## src/rtl/load_updown_counter_pkg.sv

```systemverilog
// Shared types and constants for the loadable up/down counter.
// Direction encoding matches the UP_or_DOWN pin level.
package load_updown_counter_pkg;

  typedef enum logic {
    DIR_UP   = 1'b0,
    DIR_DOWN = 1'b1
  } dir_e;

  localparam int DEF_WIDTH = 4;

endpackage

```

## src/rtl/load_updown_counter_if.sv

```systemverilog
// Control/data bundle between a counter driver and the counter.
// Master drives controls and load data; slave returns count and wrap.
interface load_updown_counter_if
  import load_updown_counter_pkg::*;
#(
  parameter int HOW_MANY_BITS = DEF_WIDTH
);

  logic [HOW_MANY_BITS-1:0] IN;
  logic                     LOAD;
  logic                     UP_or_DOWN;
  logic                     START_or_STOP;
  logic [HOW_MANY_BITS-1:0] OUT;
  logic                     WRAP;

  modport master (
    output IN,
    output LOAD,
    output UP_or_DOWN,
    output START_or_STOP,
    input  OUT,
    input  WRAP
  );

  modport slave (
    input  IN,
    input  LOAD,
    input  UP_or_DOWN,
    input  START_or_STOP,
    output OUT,
    output WRAP
  );

endinterface

```

## src/rtl/load_updown_counter.sv

```systemverilog
// Loadable modulo-2^N up/down counter with a one-cycle wrap pulse.
// Priority per edge: hold, then load, then count.
module load_updown_counter
  import load_updown_counter_pkg::*;
#(
  parameter int HOW_MANY_BITS = DEF_WIDTH
) (
  input logic                  CLK,
  input logic                  RST,
  load_updown_counter_if.slave bus
);

  localparam int N = HOW_MANY_BITS;
  localparam logic [N-1:0] ONE  = N'(1);
  localparam logic [N-1:0] ZERO = '0;
  localparam logic [N-1:0] MAX  = '1;

  logic [N-1:0] cnt;
  logic [N-1:0] cnt_nxt;
  logic         wrap_q;
  logic         wrap_nxt;
  dir_e         dir;

  // Anything other than a solid 1 counts up.
  always_comb begin
    dir = DIR_UP;
    if (bus.UP_or_DOWN == 1'b1) dir = DIR_DOWN;
  end

  always_comb begin
    cnt_nxt  = cnt;
    wrap_nxt = 1'b0;
    unique case (1'b1)
      !bus.START_or_STOP: begin
        cnt_nxt = cnt;
      end
      bus.START_or_STOP && bus.LOAD: begin
        cnt_nxt = bus.IN;
      end
      bus.START_or_STOP && !bus.LOAD
        && (dir == DIR_DOWN): begin
        cnt_nxt  = cnt - ONE;
        wrap_nxt = (cnt == ZERO);
      end
      default: begin
        cnt_nxt  = cnt + ONE;
        wrap_nxt = (cnt == MAX);
      end
    endcase
  end

  always_ff @(posedge CLK or negedge RST) begin
    if (!RST) begin
      cnt    <= '0;
      wrap_q <= 1'b0;
    end else begin
      cnt    <= cnt_nxt;
      wrap_q <= wrap_nxt;
    end
  end

  assign bus.OUT  = cnt;
  assign bus.WRAP = wrap_q;

endmodule

```

## src/flat_wrapper.sv

```systemverilog
// flat-port wrapper written by rule: the top's interface ports become plain ports
module load_updown_counter_flat import load_updown_counter_pkg::*;
#(
  parameter int HOW_MANY_BITS = DEF_WIDTH
)
  (CLK, RST, bus_IN, bus_LOAD, bus_UP_or_DOWN, bus_START_or_STOP, bus_OUT, bus_WRAP);
  load_updown_counter_if #(.HOW_MANY_BITS(HOW_MANY_BITS)) bus_i ();
  input logic CLK;
  input logic RST;
  input wire logic [$bits(bus_i.IN)-1:0] bus_IN;
  input wire logic [$bits(bus_i.LOAD)-1:0] bus_LOAD;
  input wire logic [$bits(bus_i.UP_or_DOWN)-1:0] bus_UP_or_DOWN;
  input wire logic [$bits(bus_i.START_or_STOP)-1:0] bus_START_or_STOP;
  output wire logic [$bits(bus_i.OUT)-1:0] bus_OUT;
  output wire logic [$bits(bus_i.WRAP)-1:0] bus_WRAP;
  assign bus_i.IN = bus_IN;
  assign bus_i.LOAD = bus_LOAD;
  assign bus_i.UP_or_DOWN = bus_UP_or_DOWN;
  assign bus_i.START_or_STOP = bus_START_or_STOP;
  assign bus_OUT = bus_i.OUT;
  assign bus_WRAP = bus_i.WRAP;
  load_updown_counter #(.HOW_MANY_BITS(HOW_MANY_BITS)) u_core (.CLK(CLK), .RST(RST), .bus(bus_i));
endmodule
```

## config.mk

```make
export PLATFORM = sky130hd
export DESIGN_NAME = load_updown_counter_flat
export DESIGN_NICKNAME = d
export VERILOG_FILES = /design/src/rtl/load_updown_counter_pkg.sv /design/src/rtl/load_updown_counter_if.sv /design/src/rtl/load_updown_counter.sv /design/src/flat_wrapper.sv
export SDC_FILE = /design/constraint.sdc
export NUM_CORES = 1
export LEC_CHECK = 0
export BUFFER_PORTS_ARGS = -buffer_cell sky130_fd_sc_hd__buf_4
export CAP_MARGIN = 20
export CORE_AREA = 5 5 42 44
export CTS_CLUSTER_DIAMETER = 50
export DETAILED_ROUTE_END_ITERATION = 6
export DIE_AREA = 0 0 47 49
export GPL_ROUTABILITY_DRIVEN = 1
export SYNTH_ARGS = -nofsm -noshare
export SYNTH_HDL_FRONTEND = slang
export SYNTH_SLANG_ARGS = --single-unit
```

## constraint.sdc

```tcl
create_clock -name CLK -period 1.3 [get_ports CLK]
set_input_delay 0.26 -clock CLK [delete_from_list [all_inputs] [get_ports CLK]]
set_output_delay 0.26 -clock CLK [all_outputs]
set_load 0.01 [all_outputs]
```

==> reports/qor.csv <==
metric,value,unit
synth_adder_area_share,0.0377,
drtAntennaViolNets,0,
wl_per_cell,9.80,um
layout.nets,69,
leakagePower,0.275,nW
clk_pin_slew,0.04,ns
clock-sinks,5,
htree_levels,1,
start_util,0.237,
synthMuxAreaShare,0.151,
cts_root_buf,clkbuf_4,
via_count,334,
min_path_cells,3,
r2r_end,u_core.bus.OUT[2]$_DFFE_PN0P_,
drt_iter0_drc,1,
clockBufferDepth,2,
multi_input_area,201,sq um
hp-class,in2reg,
yosysUniqueCellTypes,14,
grt_pass1_vias,331,
post-cts-setup-buffers,0,
syn_inst,35,
dieArea,0.00230,sq mm
synth_top_family_by_area,simple AND/OR/NAND/NOR gates,
status,finished with violations,
cp_max_fo,2,
synth.top_cell.area_share,0.377,
finalMaxSlewViolations,0,
synthesis.area,332,sq um
syn_avg_cell_area,9.47,sq um
yosysSeqAreaShare,0.377,
powerDensity,1170,mW/mm^2
holdPathEnd,u_core.bus.OUT[2]$_DFFE_PN0P_,
viasPerCell,4.51,
rrSetupSlack,-0.04,ns
fin_area,531,sq um
die_w,47,um
clk-insertion-delay-late,0.23,ns
synthSimpleGateAreaFrac,0.234,
maxCapViolCount,0,
cts_tree,done,
finClkSkew,0.00106,ns
setup_tns,-0.0440,ns
ys_top_cells_by_area,"dfrtp_1 (38%), mux2i_1 (15%), a21oi_1 (9.1%), nand3b_4 (6.0%), nand2_1 (4.5%)",
fill_cells,167,
core_area,0.00140,sq mm
grt_use_total,0.0728,
synth_nets,45,
ios,14,
hold_viol,0,
worstHoldStart,bus_IN[2],
crit_type,reg2reg,
final_util,0.379,
grt_setup_unrepaired,yes,
fmax,747,MHz
power.total,0.623,mW
yosysTopAreaCell,dfrtp_1,
synth_compound_area_frac,0.128,
vdd_drop_max,0.427,mV
die_h,49,um
hpwl,635,um
synthXorXnorAreaFrac,0.0264,
r2r_cells,6,
setup_violations,2,
drt_first_pass_iters,2,
ys_ff_latch,5,
crit_required,1.42,ns
io_buffers,13,
slew_headroom,0.854,
r2r-start,u_core.bus.OUT[1]$_DFFE_PN0P_,
drt-total-wl,725,um
ys_warn_count,0,
violations,negative setup slack,
grt_max_degree,11,
drcViolationCount,0,
placed_cell_area,484,sq um
endpoint_kind,flop,
period_share,1.03,
grt_pass1_wl,1250,um
syn2layout_area_growth,60.0,%
layout.area.seq,126,sq um
gp_congestion,0.675,
numCtsBuffers,3,
crit_arrival,1.46,ns
worst_slack,-0.0395,ns
layout-drive-gt1-share,0.466,
min_period,1.34,ns
rows,14,
antenna_cells,0,
place_ws,-0.172,ns
worstSetupStartpointType,flop,
overflow,0,
antenna_found_initial,0,
tightest_slew,0.217,ns
power breakdown:
group | total [mW] | internal [mW] | leakage, nW | switching [mW]
registers | 0.211 | 0.184 | 0.0586 | 0.0277
logic | 0.240 | 0.139 | 0.202 | 0.101
clock network | 0.171 | 0.116 | 0.0150 | 0.0559
cell type report:
type | count | area share
Multi-Input combinational cell | 28 | 0.380
Timing Repair Buffer | 20 | 0.288
Sequential cell | 5 | 0.238
Clock buffer | 4 | 0.0495
Tap cell | 16 | 0.0377
Inverter | 1 | 0.00708
cells in the mapped netlist:
master	count
nand2_1	4
dfrtp_1	5
buf_6	1
mux2i_1	5
nor2_1	4
ha_1	1
a21oi_1	6
o22ai_1	2
xnor2_1	1
and3_2	1
nand3b_1	2
nor3_1	1
nand3b_4	1
inv_1	1
worst max-delay path: stages, from the launching register on:
cell and delay [ns]:
dfrtp_2 0.41, xnor2_2 0.12, ha_2 0.19, nor2_1 0.04, mux2i_1 0.17, mux2i_1 0.21, a21oi_1 0.08
how the worst max path moves through the flow:
stage	slack (ns)	endpoint	cells past startpoint	start
2_1_floorplan	-0.03	u_core.bus.OUT[2]$_DFFE_PN0P_	6	u_core.bus.OUT[1]$_DFFE_PN0P_
3_3_place_gp	-0.15	u_core.bus.OUT[2]$_DFFE_PN0P_	8	bus_LOAD
3_5_place_dp	-0.17	u_core.bus.OUT[2]$_DFFE_PN0P_	8	bus_LOAD
4_1_cts	-0.05	u_core.bus.OUT[2]$_DFFE_PN0P_	6	u_core.bus.OUT[1]$_DFFE_PN0P_
5_1_grt	-0.13	u_core.bus.OUT[2]$_DFFE_PN0P_	6	u_core.bus.OUT[1]$_DFFE_PN0P_
6_report	-0.04	u_core.bus.OUT[2]$_DFFE_PN0P_	6	u_core.bus.OUT[1]$_DFFE_PN0P_
cells by family (layout without fill, tap and decap cells):
group	count (synthesis)	in the layout
fa+ha+maj	1	1
simple gates	13	13
mux	5	5
compound gates	8	8
xor+xnor	1	1
flops	5	5
buf+inv	2	25
sequential cells by signal, summed over array words and instances, names as in the netlist:
| register | count |
|---|---|
| u_core.bus.WRAP | 1 |
| u_core.bus.OUT | 4 |
stage by stage:
stage / hold slack [ns] / std cells
floorplan: -0.0356 / 35
global placement: 0.0632 / 69
detailed placement: 0.0640 / 69
CTS: 0.316 / 74
global route: 0.322 / 74
finish: 0.320 / 74
timing repair:
item | 4_1_cts | 5_1_grt
hold buffers | 1 | 0
hold endpoints to repair | 5 | 0
gates resized for setup | 2 | 0
pin swaps | 1 | 0
gates cloned | 0 | 0
setup endpoints to repair | 1 | 3
layer usage:
metal	wire length (um)	track usage	up-vias	part of all wire
met5	0	0	-	0
li1	-	-	170	-
met2	404	0.113	6	0.56
met3	55	0.0295	0	0.076
met4	0	0.0415	0	0
met1	265	0.0802	158	0.37
cells in the final DEF (no fill, tap or decap), drive strengths merged:
| master | instances |
|---|---|
| ha | 1 |
| inv | 1 |
| dlygate4sd3 | 1 |
| a21oi | 6 |
| nor3 | 1 |
| mux2i | 5 |
| o22ai | 2 |
| buf | 19 |
| xnor2 | 1 |
| and3 | 1 |
| dfrtp | 5 |
| nor2 | 4 |
| nand2 | 4 |
| clkbuf | 4 |
| nand3b | 3 |
No activity file was read; power rests on OpenSTA's default activity.
